$ cat config.mk
export PLATFORM = sky130hd
export DESIGN_NAME = adc_fifo_drain_ctrl
export DESIGN_NICKNAME = d
export VERILOG_FILES = /design/src/rtl/adc_fifo_drain_ctrl.sv
export SDC_FILE = /design/constraint.sdc
export NUM_CORES = 1
export LEC_CHECK = 0
export ABC_AREA = 1
export BUFFER_PORTS_ARGS = -buffer_cell sky130_fd_sc_hd__buf_2
export CORE_UTILIZATION = 47
export CTS_CLUSTER_SIZE = 10
export DETAILED_ROUTE_END_ITERATION = 6
export PLACE_DENSITY = 0.86
export SYNTH_ARGS = -nofsm -noshare
export SYNTH_HDL_FRONTEND = slang
export SYNTH_SLANG_ARGS = --single-unit
$ cat constraint.sdc
create_clock -name clk -period 2.4 [get_ports clk]
set_clock_uncertainty 0.1 [all_clocks]
set_input_delay 0.48 -clock clk [delete_from_list [all_inputs] [get_ports clk]]
set_output_delay 0.48 -clock clk [all_outputs]
set_load 0.01 [all_outputs]
$ cat src/rtl/adc_fifo_drain_ctrl.sv
// adc_fifo_drain_ctrl: round-robin burst drain of N_CH ADC FIFOs into one channel-tagged
// valid/ready stream, plus sticky per-channel overflow flags and an interrupt.
module adc_fifo_drain_ctrl #(
   parameter int N_CH   = 4,
   parameter int W_FIFO = 4,
   parameter int W_DATA = 32,
   parameter int W_CH   = $clog2(N_CH)
) (
   input  logic                       clk,
   input  logic                       rst_n,
   input  logic                       en_i,
   input  logic                       flush_i,
   input  logic [W_FIFO:0]            thresh_i,
   input  logic [W_FIFO:0]            burst_len_i,
   input  logic [N_CH*(W_FIFO+1)-1:0] fill_level_i,
   input  logic [N_CH-1:0]            ovflw_i,
   input  logic [N_CH*W_DATA-1:0]     data_i,
   output logic [N_CH-1:0]            read_req_o,
   output logic                       out_valid_o,
   input  logic                       out_ready_i,
   output logic [W_DATA-1:0]          out_data_o,
   output logic [W_CH-1:0]            out_ch_o,
   output logic                       out_last_o,
   output logic                       busy_o,
   output logic [N_CH-1:0]            ovflw_flags_o,
   input  logic [N_CH-1:0]            ovflw_clr_i,
   output logic                       ovflw_irq_o
);
   localparam int LW = W_FIFO + 1;
   typedef enum logic [1:0] {IDLE, XFER, FLUSH_OUT} state_t;
   state_t state, state_nx;
   logic [LW-1:0] fill [N_CH];
   logic [W_DATA-1:0] word [N_CH];
   logic [N_CH-1:0] elig;
   logic [W_CH-1:0] rr_ptr, sel, grant_ch, scan;
   logic [LW-1:0] count, blen, fill_sel;
   logic grant_v, pop, last_pop, out_free;
   for (genvar k = 0; k < N_CH; k++) begin : g_ch
      assign fill[k] = fill_level_i[k*LW +: LW];
      assign word[k] = data_i[k*W_DATA +: W_DATA];
      assign elig[k] = (thresh_i != '0 && fill[k] >= thresh_i) || (flush_i && fill[k] != '0);
   end
   // lowest offset from rr_ptr wins, so scan downwards and let later hits overwrite
   always_comb begin
      grant_v = 1'b0;
      grant_ch = '0;
      scan = '0;
      for (int i = N_CH - 1; i >= 0; i--) begin
         scan = W_CH'((int'(rr_ptr) + i) % N_CH);
         if (elig[scan]) begin
            grant_v = 1'b1;
            grant_ch = scan;
         end
      end
   end
   assign fill_sel = fill[sel];
   assign out_free = !out_valid_o || out_ready_i;
   assign pop = state == XFER && fill_sel != '0 && count < blen && out_free;
   assign last_pop = (count + 1'b1 == blen) || (fill_sel == LW'(1));
   always_ff @(posedge clk or negedge rst_n) begin
      if (!rst_n)
         state <= IDLE;
      else
         state <= state_nx;
   end
   always_comb begin
      state_nx = state;
      case (state)
         IDLE:      if (en_i && grant_v) state_nx = XFER;
         XFER:      if ((pop && last_pop) || fill_sel == '0) state_nx = FLUSH_OUT;
         FLUSH_OUT: if (out_free) state_nx = IDLE;
         default:   state_nx = IDLE;
      endcase
   end
   always_comb begin
      read_req_o = '0;
      read_req_o[sel] = pop;
      busy_o = state != IDLE;
   end
   always_ff @(posedge clk or negedge rst_n) begin
      if (!rst_n) begin
         rr_ptr <= '0;
         sel <= '0;
         count <= '0;
         blen <= '0;
      end else begin
         if (state == IDLE && state_nx == XFER) begin
            sel <= grant_ch;
            count <= '0;
            blen <= burst_len_i == '0 ? LW'(1) : burst_len_i;
         end else if (pop) begin
            count <= count + 1'b1;
         end
         if (state == FLUSH_OUT && state_nx == IDLE)
            rr_ptr <= sel == W_CH'(N_CH - 1) ? '0 : sel + 1'b1;
      end
   end
   always_ff @(posedge clk or negedge rst_n) begin
      if (!rst_n) begin
         out_valid_o <= 1'b0;
         out_data_o <= '0;
         out_ch_o <= '0;
         out_last_o <= 1'b0;
         ovflw_flags_o <= '0;
         ovflw_irq_o <= 1'b0;
      end else begin
         if (pop) begin
            out_valid_o <= 1'b1;
            out_data_o <= word[sel];
            out_ch_o <= sel;
            out_last_o <= last_pop;
         end else if (out_valid_o && out_ready_i) begin
            out_valid_o <= 1'b0;
            out_data_o <= '0;
            out_ch_o <= '0;
            out_last_o <= 1'b0;
         end
         // a new overflow event beats a simultaneous clear
         ovflw_flags_o <= (ovflw_flags_o & ~ovflw_clr_i) | ovflw_i;
         ovflw_irq_o <= |ovflw_flags_o;
      end
   end
endmodule
==> results.json, run 1 <==
{
  "drive_gt1_share_pct": 36.3,
  "stdcell_count": 979,
  "row_count": 35,
  "fillers": 832,
  "clk_latency_ns": 0.33,
  "finish.utilization_pct": 65.3,
  "multi_input_area_mm2": 0.00255,
  "maxSlewHeadroom_pct": 70.5,
  "clk_pin_slew_ns": 0.07,
  "num_vias": 5050,
  "grt_usage_pct": 28.0,
  "antenna_found_initial": 0,
  "synth_largest_area_cell": "dfrtp_1",
  "final-setup-viol-count": 0,
  "drt_wl_total_mm": 13.3,
  "area_growth_syn_to_layout_pct": 35.9,
  "synth_area_mm2": 0.00442,
  "synth_cell_types": 29,
  "first_pass_iters": 4,
  "final-hold-violation-count": 0,
  "period_minus_slack_ns": 2.39,
  "ys_seq_area_share_pct": 32.3,
  "start_util_pct": 48.1,
  "fmax_ghz": 0.419,
  "startpoint_type": "flop",
  "grt_pass1_wl_mm": 21.8,
  "cap_violations": 0,
  "cts_buffers": 9,
  "via_per_inst": 5.16,
  "grt_setup_unrepaired": "true",
  "fp.dieW_um": 99.0,
  "dpl.hpwl_mm": 9.96,
  "drv_slew": 0,
  "root_buffer": "clkbuf_8",
  "htree_levels": 3,
  "fin_setup_tns_ns": 0,
  "coreArea_mm2": 0.00920,
  "clock_sinks": 57,
  "avgSynthCellArea_um2": 6.92,
  "n_antenna_cell": 0,
  "power_leakage_nw": 3.26,
  "power_density_mw_per_mm2": 1250,
  "worstSetupEndpointType": "primary output",
  "syn-instance-count": 639,
  "cp.required_ns": 1.82,
  "io_buffers": 216,
  "fin_nets": 1065,
  "synth_area_leaders": "dfrtp_1 32%, ha_1 8.5%, nand2_1 8.4%, o21ai_0 8.3%, nor2_1 7.6%",
  "grt-ovfl-total": 0,
  "dieArea_mm2": 0.00980,
  "worst_slew_pin_slew_ns": 0.439,
  "drc": 0,
  "status": "completed",
  "hp-class": "primary input to flop",
  "drt_iter0_drc": 190,
  "grt_pass1_vias": 4709,
  "dieHeight_um": 99.0,
  "gp_congestion": 0.923,
  "syn-num-nets": 840,
  "dp_cells": 948,
  "yosys_register_bits": 57,
  "ys_warn_count": 0,
  "fin_area_mm2": 0.00601,
  "place_area_mm2": 0.00560,
  "ant_nets": 0,
  "worstPathMaxFanout": 8,
  "period_share_pct": 99.5,
  "arrival_ns": 1.81,
  "clk_path_buf_depth": 2,
  "grt_max_degree": 47,
  "io-pin-count": 217,
  "synth_top_area_share_pct": 32.3,
  "critPathKind": "flop to primary output",
  "peakVddDrop_v": 0.000979,
  "wire_per_inst_um": 13.6,
  "cts_tree": "yes",
  "seqCellArea_mm2": 0.00143
}
-- what timing repair did --
item,4_1_cts,5_1_grt
hold buffers,1,0
setup endpoints to repair,4,42
hold endpoints to repair,14,0
pin swaps,7,5
resized for setup,12,17
buffers inserted,9,6
-- logic make-up after synthesis --
group / count (synthesis) / share of synthesized area [%]
compound gates: 176 / 22.6
xor+xnor: 5 / 0.990
fa+ha+maj: 30 / 8.49
buf+inv: 125 / 12.1
flops: 57 / 32.3
simple gates: 246 / 23.6
-- flip-flops by register name, summed over array words and instances (netlist names) --
register       cells
state              2
sel                2
out_last_o         1
count              5
ovflw_flags_o      4
out_valid_o        1
out_ch_o           2
out_data_o        32
rr_ptr             2
ovflw_irq_o        1
blen               5
-- layout by cell type, fill, tap and decap left out, drive strengths merged --
master,instances
nand3,36
xnor2,1
dlygate4sd3,1
a22oi,1
ha,30
nor2,91
dfrtp,57
nand4,2
clkinvlp,1
o211ai,2
o22ai,34
xor2,4
o21bai,5
inv,91
buf,246
nor3,6
bufinv,1
clkinv,4
nand2,111
o21ai,120
a21oi,14
clkbuf,10
-- final timing paths --
check	start	cells after the start	endpoint	slack, ns
max	sel[0]	10	read_req_o[0]	0.01
min	ovflw_clr_i[2]	2	ovflw_flags_o[2]	0.21
max reg2reg	sel[0]	11	out_data_o[1]	0.09
min reg2reg	ovflw_flags_o[2]	2	ovflw_irq_o	0.39
max in group asynchronous	rst_n	3	out_data_o[2]	1.05
min in group asynchronous	rst_n	2	count[4]	0.49
-- synthesized netlist by cell type (all sizes together) --
library cell / count
a21oi: 14
a22oi: 1
buf: 14
clkbuf: 19
dfrtp: 57
ha: 30
inv: 92
nand2: 111
nand3: 36
nand4: 2
nor2: 91
nor3: 6
o211ai: 2
o21ai: 120
o21bai: 5
o22ai: 34
xnor2: 1
xor2: 4
-- worst max-delay path, stage by stage (launching register included) --
cell and delay, ns:
dfrtp_2 0.47, clkinv_4 0.14, nor2_4 0.11, a21oi_2 0.05, o21ai_2 0.12, nand3_2 0.11, nor2_4 0.13, nand2_4 0.07
nand4_4 0.10, nor2_1 0.06, buf_2 0.13
-- through the flow --
step           hold WS [ns]  setup slack (ns)  total power [mW]
2_1_floorplan        0.0844             0.263              5.02
3_3_place_gp          0.311            0.0267              6.14
3_5_place_dp          0.313           -0.0463              6.24
4_1_cts               0.199           0.00248              7.37
5_1_grt               0.186           -0.0896              8.23
6_report              0.213            0.0127              7.53
-- metal layers --
| metal | routed length [um] | track usage (%) | vias up | share of wire, % |
|---|---|---|---|---|
| li1 | - | - | 2540 | - |
| met1 | 5490 | 35.0 | 2285 | 41 |
| met2 | 6610 | 48.0 | 197 | 50 |
| met3 | 829 | 5.46 | 28 | 6.2 |
| met4 | 340 | 10.3 | 0 | 2.6 |
| met5 | 0 | 0 | - | 0 |
-- final cells by class --
cell class	instances	area share [%]
multi-input cells	457	42.4
flip-flops and latches	57	23.8
repair buffers	247	22.4
inverters	92	5.83
well taps	111	2.31
clock buffers	10	2.29
clock inverters	5	0.937
-- power by group --
group          internal [mW]  switching [mW]  total, mW
clock network          0.500           0.393      0.893
registers               1.38           0.271       1.65
logic                   1.94            3.05       4.99
total                   3.82            3.71       7.53
Power figures use the tool's default switching activity.
==> run 2, diff against run 1 <==
--- a/config.mk
+++ b/config.mk
@@ -10,7 +10,8 @@
 export CORE_UTILIZATION = 47
 export CTS_CLUSTER_SIZE = 10
 export DETAILED_ROUTE_END_ITERATION = 6
-export PLACE_DENSITY = 0.86
+export PLACE_DENSITY_LB_ADDON = 0.1
+export SETUP_SLACK_MARGIN = 0.02
 export SYNTH_ARGS = -nofsm -noshare
 export SYNTH_HDL_FRONTEND = slang
 export SYNTH_SLANG_ARGS = --single-unit
==> constraint.sdc (replaced) <==
create_clock -name clk -period 2.25 [get_ports clk]
set_clock_uncertainty 0.1 [all_clocks]
set_input_delay 0.45 -clock clk [delete_from_list [all_inputs] [get_ports clk]]
set_output_delay 0.45 -clock clk [all_outputs]
set_load 0.01 [all_outputs]
==> results.json, run 2 (synthesis gave the netlist of run 1 again) <==
{
  "final-setup-viol-count": 4,
  "period_minus_slack_ns": 2.40,
  "final-hold-violation-count": 0,
  "n_antenna_cell": 0,
  "status": "finished with violations",
  "clk_pin_slew_ns": 0.07,
  "grt_pass1_wl_mm": 22.4,
  "fp.dieW_um": 99.0,
  "grt_pass1_vias": 4866,
  "cts_buffers": 9,
  "power_density_mw_per_mm2": 1340,
  "cap_violations": 0,
  "ant_nets": 0,
  "largest_register_ffs": 32,
  "htree_levels": 3,
  "drc": 0,
  "gp_congestion": 0.972,
  "use_met2_pct": 52.0,
  "clock_sinks": 57,
  "dpl.hpwl_mm": 10.6,
  "arrival_ns": 1.85,
  "dp_cells": 959,
  "stdcell_count": 988,
  "root_buffer": "clkbuf_8",
  "num_vias": 5121,
  "dp_slack_ns": -0.168,
  "final_cell_mix": "216 x buf_2, 99 x nand2_1, 89 x nor2_1, 82 x inv_1, 69 x o21ai_0",
  "seqCellArea_mm2": 0.00143,
  "fin_area_mm2": 0.00607,
  "startpoint_type": "flop",
  "via_per_inst": 5.18,
  "worst_slew_pin_slew_ns": 0.548,
  "io-pin-count": 217,
  "largestRegisters": "out_data_o: 32 flops, blen: 5 flops, count: 5 flops",
  "drt_iter0_drc": 206,
  "start_util_pct": 48.1,
  "maxSlewHeadroom_pct": 63.5,
  "cp.required_ns": 1.70,
  "worstSetupEndpointType": "primary output",
  "grt-busiest-layer": "met2",
  "coreArea_mm2": 0.00920,
  "place_area_mm2": 0.00571,
  "grt-ovfl-total": 0,
  "met1_usage_pct": 34.3,
  "grt_setup_unrepaired": "true",
  "wire_per_inst_um": 13.9,
  "clk_path_buf_depth": 2,
  "row_count": 35,
  "fin_setup_tns_ns": -0.558,
  "setup_slack_ns": -0.148,
  "cts_tree": "yes",
  "dieArea_mm2": 0.00980,
  "drv_slew": 0,
  "worstPathMaxFanout": 7,
  "use_met3_pct": 5.32,
  "failed_checks": "negative setup slack",
  "hp-class": "primary input to flop",
  "power_leakage_nw": 3.30,
  "grt_max_degree": 52,
  "period_share_pct": 107,
  "final_common_cell": "buf_2",
  "peakVddDrop_v": 0.000622,
  "dieHeight_um": 99.0,
  "grt_usage_pct": 28.9,
  "fin_nets": 1073,
  "critPathKind": "flop to primary output",
  "antenna_found_initial": 0,
  "regMostFlops": "out_data_o",
  "first_pass_iters": 5,
  "io_buffers": 216,
  "drt_wl_total_mm": 13.8,
  "drive_gt1_share_pct": 36.7,
  "area_growth_syn_to_layout_pct": 37.4,
  "clk_latency_ns": 0.33,
  "fmax_ghz": 0.417,
  "multi_input_area_mm2": 0.00253,
  "fillers": 824
}
[run 2: changes by cell type in the layout (fill, tap and decap cells not counted), moves of 2 or more]
cell,before,now
buf_12,2,4
buf_4,26,30
clkbuf_1,0,2
nor2_1,86,89
nor2_4,2,0
[run 2: area by class of cell]
type                       instances  share of cell area (%)
timing repair buffer             254                    23.5
timing repair inverter             1                  0.0824
tap                              111                    2.29
inverter                          92                    5.77
multi-input combinational        457                    41.7
clock buffer                      11                    2.16
sequential                        57                    23.5
clock inverter                     5                   0.927
[run 2: power breakdown]
group	internal (mW)	total, mW	switching [mW]	leakage (nW)
Combinational	2.18	5.47	3.30	2.49
Clock	0.510	0.929	0.419	0.0933
Sequential	1.47	1.76	0.292	0.709
Total	4.16	8.16	4.01	3.30
[run 2: path summary, 6_finish.rpt]
kind / from / end / slack (ns) / cells past startpoint
min: ovflw_clr_i[1] / ovflw_flags_o[1] / 0.19 / 2
max: sel[0] / read_req_o[3] / -0.15 / 9
max reg2reg: sel[0] / out_data_o[2] / 0.07 / 12
max in group asynchronous: rst_n / out_data_o[17] / 0.92 / 3
min in group asynchronous: rst_n / count[2] / 0.53 / 2
min reg2reg: ovflw_flags_o[2] / ovflw_irq_o / 0.41 / 2
[run 2: routing by layer]
| metal | wire [um] | share of wire (%) |
|---|---|---|
| met2 | 7010 | 51 |
| met1 | 5680 | 41 |
| met4 | 339 | 2.5 |
| met3 | 746 | 5.4 |
| met5 | 0 | 0 |
[run 2: what timing repair did]
item,4_1_cts,5_1_grt
hold buffers,1,0
pin swaps,6,2
hold endpoints to repair,7,0
gates resized for setup,12,15
cloned,0,1
buffers inserted,9,2
setup endpoints to repair,4,19
[run 2: critical path, cell delays in order (launching register included)]
cell     delay [ns]
dfrtp_2        0.49
buf_4          0.17
o21ai_2        0.14
o21ai_1        0.10
inv_2          0.08
nor2_2         0.04
nand2_2        0.09
nand4_4        0.14
nor2_1         0.13
buf_2          0.14
[run 2: stage by stage]
stage | utilization, % | power [mW] | hold WS [ns]
after floorplan | - | 5.35 | 0.0544
after CTS | 65.4 | 8.05 | 0.177
after global routing | 66.0 | 8.91 | 0.181
final | 66.0 | 8.16 | 0.192
after global placement | 62.0 | 6.73 | 0.359
after detailed placement | 62.0 | 6.90 | 0.366
